==> config.mk <==
export PLATFORM = sky130hd
export DESIGN_NAME = apix_tx_framer
export DESIGN_NICKNAME = d
export VERILOG_FILES = /design/src/rtl/apix_tx_framer.sv
export SDC_FILE = /design/constraint.sdc
export NUM_CORES = 1
export LEC_CHECK = 0
export CAP_MARGIN = 0
export CORE_MARGIN = 2
export CORE_UTILIZATION = 42
export DETAILED_ROUTE_END_ITERATION = 8
export PLACE_DENSITY = 0.67
export SYNTH_ARGS = -nofsm -noshare
export SYNTH_HDL_FRONTEND = slang
export SYNTH_SLANG_ARGS = --single-unit
export TNS_END_PERCENT = 5
==> constraint.sdc <==
create_clock -name clk -period 2.32 [get_ports clk]
set_clock_uncertainty 0.15 [all_clocks]
set_input_delay 0.232 -clock clk [delete_from_list [all_inputs] [get_ports clk]]
set_output_delay 0.232 -clock clk [all_outputs]
set_load 0.02 [all_outputs]
==> src/rtl/apix_tx_framer.sv <==
// apix_tx_framer: turns 24-bit RGB pixels into 5-byte APIX frames (SYNC, D0, D1, D2, CRC) on an 8-bit link.
// Latency: a pixel accepted at edge T (FSM idle, tx_en=1) puts SYNC on apix_data after T+1 and CRC after T+5.
// Backpressure: a 1-deep holding register; pixel_ready drops while it is full, and it empties when a frame starts.
//
// Ports:
//   clk, rst_n    clock, asynchronous active-low reset
//   tx_en         frame-start enable, only looked at when a new frame could start
//   pixel_in      {R,G,B} pixel, qualified by pixel_valid, accepted when pixel_ready
//   apix_data     byte stream to the receiver (IDLE_BYTE between frames)
//   apix_clk      high in the same cycle as each frame byte
//   frame_start   high with the SYNC byte
//   busy          FSM is not idle
//   frame_count   frames fully sent, counted with the CRC byte, wraps
module apix_tx_framer #(
  parameter logic [7:0] SYNC_BYTE  = 8'hFF,
  parameter logic [7:0] IDLE_BYTE  = 8'h00,
  parameter int         GAP_CYCLES = 1
) (
  input  logic        clk,
  input  logic        rst_n,
  input  logic        tx_en,
  input  logic [23:0] pixel_in,
  input  logic        pixel_valid,
  output logic        pixel_ready,
  output logic [7:0]  apix_data,
  output logic        apix_clk,
  output logic        frame_start,
  output logic        busy,
  output logic [15:0] frame_count
);

  localparam logic [2:0] S_IDLE = 3'd0;
  localparam logic [2:0] S_SYNC = 3'd1;
  localparam logic [2:0] S_D0   = 3'd2;
  localparam logic [2:0] S_D1   = 3'd3;
  localparam logic [2:0] S_D2   = 3'd4;
  localparam logic [2:0] S_CRC  = 3'd5;
  localparam logic [2:0] S_GAP  = 3'd6;

  localparam logic [3:0] GAP_LOAD = (GAP_CYCLES > 0) ? 4'(GAP_CYCLES - 1) : 4'd0;

  logic [2:0]  state;
  logic [2:0]  next_state;
  logic [23:0] hold_q;
  logic        hold_full;
  logic [23:0] pix_q;
  logic [3:0]  gap_cnt;
  logic        start_ok;
  logic        load;
  logic        unload;
  logic [7:0]  tx_byte;
  logic        tx_strobe;

  assign pixel_ready = ~hold_full;
  assign load        = pixel_valid & ~hold_full;
  assign start_ok    = hold_full & tx_en;

  // The frame's final cycle (CRC, or the last GAP cycle) makes the idle-state
  // start decision itself, so a waiting pixel follows with no extra idle cycle
  // and frames repeat every 5+GAP_CYCLES cycles.
  always_comb begin
    next_state = S_IDLE;
    case (state)
      S_IDLE: next_state = start_ok ? S_SYNC : S_IDLE;
      S_SYNC: next_state = S_D0;
      S_D0:   next_state = S_D1;
      S_D1:   next_state = S_D2;
      S_D2:   next_state = S_CRC;
      S_CRC: begin
        if (GAP_CYCLES > 0) next_state = S_GAP;
        else                next_state = start_ok ? S_SYNC : S_IDLE;
      end
      S_GAP: begin
        if (gap_cnt == 4'd0) next_state = start_ok ? S_SYNC : S_IDLE;
        else                 next_state = S_GAP;
      end
      default: next_state = S_IDLE;
    endcase
  end

  // SYNC is only ever entered from an idle decision point, so that is when
  // the held pixel moves into the frame register.
  assign unload = (next_state == S_SYNC);

  // Outputs are registered from next_state so each byte appears in the same
  // cycle the FSM sits in its state.
  always_comb begin
    tx_byte   = IDLE_BYTE;
    tx_strobe = 1'b0;
    case (next_state)
      S_SYNC: begin tx_byte = SYNC_BYTE;     tx_strobe = 1'b1; end
      S_D0:   begin tx_byte = pix_q[7:0];    tx_strobe = 1'b1; end
      S_D1:   begin tx_byte = pix_q[15:8];   tx_strobe = 1'b1; end
      S_D2:   begin tx_byte = pix_q[23:16];  tx_strobe = 1'b1; end
      S_CRC: begin
        tx_byte   = pix_q[7:0] ^ pix_q[15:8] ^ pix_q[23:16];
        tx_strobe = 1'b1;
      end
      default: begin tx_byte = IDLE_BYTE; tx_strobe = 1'b0; end
    endcase
  end

  always_ff @(posedge clk or negedge rst_n) begin
    if (!rst_n) begin
      state     <= S_IDLE;
      hold_q    <= 24'd0;
      hold_full <= 1'b0;
      pix_q     <= 24'd0;
      gap_cnt   <= 4'd0;
    end else begin
      state <= next_state;
      if (load) begin
        hold_q    <= pixel_in;
        hold_full <= 1'b1;
      end else if (unload) begin
        hold_full <= 1'b0;
      end
      if (unload) pix_q <= hold_q;
      if (next_state == S_GAP && state != S_GAP) gap_cnt <= GAP_LOAD;
      else if (state == S_GAP && gap_cnt != 4'd0) gap_cnt <= gap_cnt - 4'd1;
    end
  end

  always_ff @(posedge clk or negedge rst_n) begin
    if (!rst_n) begin
      apix_data   <= IDLE_BYTE;
      apix_clk    <= 1'b0;
      frame_start <= 1'b0;
      busy        <= 1'b0;
      frame_count <= 16'd0;
    end else begin
      apix_data   <= tx_byte;
      apix_clk    <= tx_strobe;
      frame_start <= (next_state == S_SYNC);
      busy        <= (next_state != S_IDLE);
      if (next_state == S_CRC) frame_count <= frame_count + 16'd1;
    end
  end

endmodule
==> flow_summary.json, run 1 <==
{
  "cp-start-kind": "flop",
  "ctsResizeCount": 0,
  "ant_nets": 0,
  "cts_buffers": 9,
  "initial_core_util": 0.430,
  "synth_top_area_cell": "dfrtp_1",
  "dieWidth_um": 98.3,
  "synth.distinct_cells": 38,
  "rsz0062_at_grt": "false",
  "cts.sinks": 83,
  "critPathArrivalTime_ns": 2.08,
  "cts-root-buf": "clkbuf_8",
  "drv_slew": 0,
  "viasPerCell": 5.20,
  "synth_area_per_cell_um2": 12.9,
  "cts.htree.levels": 3,
  "hold_viol": 0,
  "hold_class": "primary input to async pin",
  "grt_pass1_wl_um": 11900,
  "cts_tree": "yes",
  "slew_headroom": 0.597,
  "antenna_found_initial": 0,
  "grt_max_degree": 48,
  "place_ws_ns": 0.331,
  "cap_violations": 0,
  "synth_seq_area_share": 0.556,
  "syn_inst": 290,
  "core_area_um2": 8680,
  "synth_top_flop_cell": "dfrtp_1",
  "clk_path_buf_depth": 2,
  "core.rowCount": 34,
  "period_needed_ns": 2.00,
  "leakage_nw": 1.99,
  "cts_setup_buffers": 0,
  "synthTopCellsByCount": "83 x dfrtp_1, 56 x mux2_2, 29 x xnor2_1",
  "die_y_um": 98.3,
  "fin_nets": 387,
  "yosysMostFrequentCell": "dfrtp_1",
  "drtIter0Drc": 103,
  "vias": 2437,
  "ys_warn_count": 0,
  "synth_area_leaders": "dfrtp_1 56%, mux2_2 17%, xnor2_1 6.8%",
  "synth_nets": 321,
  "tns_ns": 0,
  "wl_per_cell_um": 14.9,
  "grtUsageTotal": 0.155,
  "cts_hold_buf": 1,
  "grt_pass1_vias": 2550,
  "antenna_cells": 0,
  "syn_area_um2": 3730,
  "synth_edf_count": 0,
  "die-area_um2": 9660,
  "drive_gt1_frac": 0.249,
  "drcViolationCount": 0,
  "critPathKind": "flop to flop",
  "place.gp.congestion": 0.774,
  "yosysTopAreaCellShare": 0.556,
  "design_power_total_mw": 5.89,
  "fin_hold_ws_ns": 0.281,
  "crit_fanout": 16,
  "post-route-util": 0.537,
  "wirelength_um": 7000,
  "end_kind": "flop",
  "fin_crit_sh": 0.861,
  "clk_pin_slew_ns": 0.08,
  "peakVddDrop_mv": 0.568,
  "portBuffers": 55,
  "worst_slack_ns": 0.323,
  "worstSkewPairLatency_ns": 0.34,
  "dr.pass1.iters": 4,
  "outcome": "complete, no violations",
  "worstPathRequired_ns": 2.40,
  "cellPowerDensity_nw_per_um2": 1260,
  "finalSetupViolCount": 0,
  "pin_count": 56,
  "gr-total-overflow": 0,
  "area_growth_pct": 24.8,
  "async_flop_share": 1.00,
  "max_slew.worst_pin.slew_ns": 0.604,
  "ys_ff_latch": 83,
  "fmax_mhz": 501,
  "hpwlAfterDp_um": 4890
}
routing by layer:
layer / routed length, µm / track usage / vias to the layer above / part of all wire
met5: 0 / 0 / - / 0
met4: 112 / 0.0580 / 0 / 0.016
met3: 243 / 0.0401 / 8 / 0.035
met2: 3370 / 0.248 / 50 / 0.48
met1: 3280 / 0.204 / 1217 / 0.47
li1: - / - / 1162 / -
final cells by class:
class	instances	area [µm²]
Multi-Input combinational cell	187	1560
Fill cell	780	4020
Clock buffer	12	145
Timing Repair Buffer	69	668
Tap cell	108	135
Clock inverter	4	50.0
Inverter	6	22.5
Sequential cell	83	2080
cell usage in the layout (no fill, tap or decap), drive strengths merged, types with 2 or more instances in the layout:
cell	instances
a21oi	5
nand3	3
mux2	57
a211oi	2
a211o	9
and4	2
and2	2
clkdlybuf4s50	54
inv	6
nand2	17
xor2	2
clkbuf	12
o21ai	4
and3	6
nor2	12
dfrtp	83
clkinvlp	2
nor3b	2
a22oi	8
xnor2	29
ha	3
a22o	2
nand4	8
buf	14
nor2b	3
per-stage QoR:
stage                     cell area (µm²)  instances
final                                4660        469
after global routing                 4660        469
after global placement               4460        452
after detailed placement             4460        452
after CTS                            4660        469
after floorplan                      3730        290
where the power goes:
| group | internal (mW) | switching, mW | leakage (nW) |
|---|---|---|---|
| Clock | 0.526 | 0.495 | 0.0926 |
| Combinational | 1.35 | 1.00 | 0.873 |
| Sequential | 2.04 | 0.480 | 1.03 |
worst max-delay path: stages (launching register included):
cell and delay [ns]:
dfrtp_1 0.62, and2_1 0.26, a21oi_2 0.09, nor3_4 0.13, buf_4 0.26, mux2_2 0.36
worst paths after layout:
kind / start / endpoint / slack, ns / depth (start not counted)
min in group clk: frame_count[15] / frame_count[15] / 0.33 / 1
worst max-delay path: state[1] / pix_q[13] / 0.32 / 5
worst min register to register: frame_count[15] / frame_count[15] / 0.33 / 1
worst max register to register: state[1] / pix_q[13] / 0.32 / 5
worst min-delay path: rst_n / frame_count[5] / 0.28 / 2
max in group asynchronous: rst_n / pix_q[0] / 1.12 / 3
registers in the layout (all words and copies together) (netlist names):
| name | cells |
|---|---|
| hold_q | 24 |
| pix_q | 24 |
| frame_count | 16 |
| apix_data | 8 |
| gap_cnt | 4 |
| state | 3 |
| apix_clk | 1 |
| busy | 1 |
| frame_start | 1 |
| hold_full | 1 |
logic make-up after synthesis:
kind of cell    after synthesis  share of synthesized area
mux                          57                      0.172
buf+inv                      20                     0.0258
xor+xnor                     31                     0.0727
flops                        83                      0.556
compound gates               35                     0.0700
fa+ha+maj                     3                     0.0101
simple gates                 61                     0.0932
Note: power is estimated with default switching activity, not from simulation.
==> run 2, diff against run 1 <==
- ABC_CLOCK_PERIOD_IN_PS: unset -> 2320
- GPL_ROUTABILITY_DRIVEN: unset -> 1
==> results of run 2 <==
No change in the layout: final DEF, timing and power equal those of run 1.
==> run 3, diff against run 2 <==
- ABC_AREA: unset -> 1
- CORE_MARGIN: 2 -> unset
- CORE_UTILIZATION: 42 -> 54
- PLACE_DENSITY: 0.67 -> 0.81
==> flow_summary.json, run 3 <==
{
  "drcViolationCount": 0,
  "pin_count": 56,
  "finalInstanceArea_um2": 4810,
  "synthSimpleGateAreaFrac": 0.297,
  "slowest_stage": "dfrtp_1",
  "synth.distinct_cells": 25,
  "initial_core_util": 0.569,
  "critPathKind": "flop to flop",
  "synth_edf_count": 0,
  "synth_top_area_cell": "dfrtp_1",
  "grt_pass1_vias": 3036,
  "design_power_total_mw": 6.04,
  "ant_nets": 0,
  "dieWidth_um": 87.3,
  "syn_area_um2": 3930,
  "async_flop_share": 1.00,
  "core.rowCount": 30,
  "cts_setup_buffers": 0,
  "cellPowerDensity_nw_per_um2": 1260,
  "synth_compound_area_frac": 0.0156,
  "grt_max_degree": 52,
  "synth_area_per_cell_um2": 8.72,
  "outcome": "complete, no violations",
  "cts.sinks": 83,
  "fin_crit_sh": 0.902,
  "largestRegisters": "hold_q (24), pix_q (24), frame_count (16)",
  "critPathArrivalTime_ns": 2.20,
  "place.gp.congestion": 0.803,
  "drive_gt1_frac": 0.120,
  "drv_slew": 0,
  "die_y_um": 87.3,
  "tns_ns": 0,
  "synth_xor_area_frac": 0.0312,
  "hold_viol": 0,
  "cts-root-buf": "clkbuf_8",
  "clk_pin_slew_ns": 0.09,
  "antenna_cells": 0,
  "final_cell_mix": "171 x nand2_1, 83 x dfrtp_1, 54 x clkdlybuf4s50_1",
  "synth_top_family_by_area": "simple AND/OR/NAND/NOR gates",
  "rsz0062_at_grt": "false",
  "cp-start-kind": "flop",
  "syn_inst": 451,
  "synth_top_flop_cell": "dfrtp_1",
  "fmax_mhz": 478,
  "gr-total-overflow": 0,
  "dr.pass1.iters": 4,
  "ys_ff_latch": 83,
  "max_slew.worst_pin.slew_ns": 0.437,
  "cts_tree": "yes",
  "fin_nets": 543,
  "portBuffers": 55,
  "cap_violations": 0,
  "yosysMostFrequentCell": "nand2_1",
  "grtUsageTotal": 0.239,
  "viasPerCell": 5.17,
  "die-area_um2": 7630,
  "post-route-util": 0.696,
  "vias": 3167,
  "synth_mux_area_frac": 0.0687,
  "hold_class": "primary input to async pin",
  "synth_area_leaders": "dfrtp_1 53%, nand2_1 16%, mux2_2 6.9%",
  "core_area_um2": 6910,
  "instances_no_fill": 613,
  "ctsResizeCount": 0,
  "peakVddDrop_mv": 0.670,
  "antenna_found_initial": 0,
  "crit_top_cell": "nand2_1",
  "cts.htree.levels": 3,
  "area_growth_pct": 22.3,
  "end_kind": "flop",
  "worstPathRequired_ns": 2.42,
  "dpl.cell_count": 596,
  "wirelength_um": 8260,
  "cts_buffers": 9,
  "period_needed_ns": 2.09,
  "placed_cell_area_um2": 4600,
  "synthTopCellsByCount": "171 x nand2_1, 83 x dfrtp_1, 33 x inv_1, 33 x nor2_1, 28 x nand4_1",
  "cpPeakStageDelay_ns": 0.39,
  "r2r_cells": 9,
  "hpwlAfterDp_um": 5830,
  "drtIter0Drc": 174,
  "synth_nets": 482,
  "wl_per_cell_um": 13.5,
  "yosysTopAreaCellShare": 0.528,
  "slew_headroom": 0.709,
  "ys_warn_count": 0,
  "synth_seq_area_share": 0.528,
  "clk_path_buf_depth": 2,
  "grt_pass1_wl_um": 14000,
  "leakage_nw": 2.40,
  "finalSetupViolCount": 0,
  "cp_cell_sequence": "inv_1, ha_1, nand2_1, nor2_1, nand2_1, nand2_2, nand3_4, nand2_1, nand2_1",
  "final_common_cell": "nand2_1",
  "synthAdderAreaFrac": 0.00955,
  "filler_cell_count": 586,
  "worstSkewPairLatency_ns": 0.36,
  "crit_fanout": 35
}
run 3: metrics by stage:
| step | hold WS (ns) | worst slack (ns) |
|---|---|---|
| 5_1_grt | 0.249 | 0.0771 |
| 3_5_place_dp | 0.0500 | 0.250 |
| 4_1_cts | 0.212 | 0.225 |
| 3_3_place_gp | 0.0453 | 0.377 |
| 6_report | 0.201 | 0.226 |
| 2_1_floorplan | -0.214 | 0.612 |
run 3: routing by layer:
metal / vias to the layer above / GRT usage / part of all wire
met5: - / 0 / 0
met4: 0 / 0.113 / 0.025
met3: 16 / 0.0379 / 0.045
met2: 92 / 0.379 / 0.49
met1: 1491 / 0.322 / 0.44
li1: 1568 / - / -
run 3: power breakdown:
part	switching (mW)	internal [mW]	leakage (nW)
Combinational	1.50	1.03	1.27
Clock	0.544	0.502	0.0923
Sequential	0.449	2.02	1.04
Total	2.49	3.55	2.40
run 3: cells by family (layout without fill, tap and decap cells):
kind of cell,count (synthesis),in the layout
adders and majority gates,3,3
xor gates and xnor gates,14,14
buffers and inverters,48,114
muxes,24,24
AOI/OAI and AO/OA,9,9
DFF,83,83
and+or+nand+nor,270,270
run 3: final timing paths:
path | end | slack [ns] | startpoint
worst min register to register | hold_q[10] | 0.36 | hold_q[10]
max in group asynchronous | hold_q[10] | 1.21 | rst_n
worst max register to register | pix_q[9] | 0.23 | gap_cnt[0]
worst min-delay path | frame_count[11] | 0.20 | rst_n
worst max-delay path | pix_q[9] | 0.23 | gap_cnt[0]
min in group clk | hold_q[20] | 0.33 | pixel_in[20]
run 3: final cells by class:
type                       count  area (µm²)  share of cell area
timing repair buffer          63         623               0.130
clock inverter                 7        75.1              0.0156
multi-input combinational    320        1660               0.345
clock buffer                   9         124              0.0258
inverter                      35         131              0.0273
sequential                    83        2080               0.432
tap                           96         120              0.0250
run 3: worst max-delay path: cells and delay by family, from the launching register on:
kind | cells | cell delay (ns)
buffers and inverters | 1 | 0.10
adder cells (fa/ha/maj) | 1 | 0.19
flip-flops | 1 | 0.39
AND/OR/NAND/NOR | 7 | 1.15
run 3: repair_timing:
item,4_1_cts,5_1_grt
hold buffers,1,0
endpoints found under the hold margin,32,0
endpoints found under the setup margin,0,0
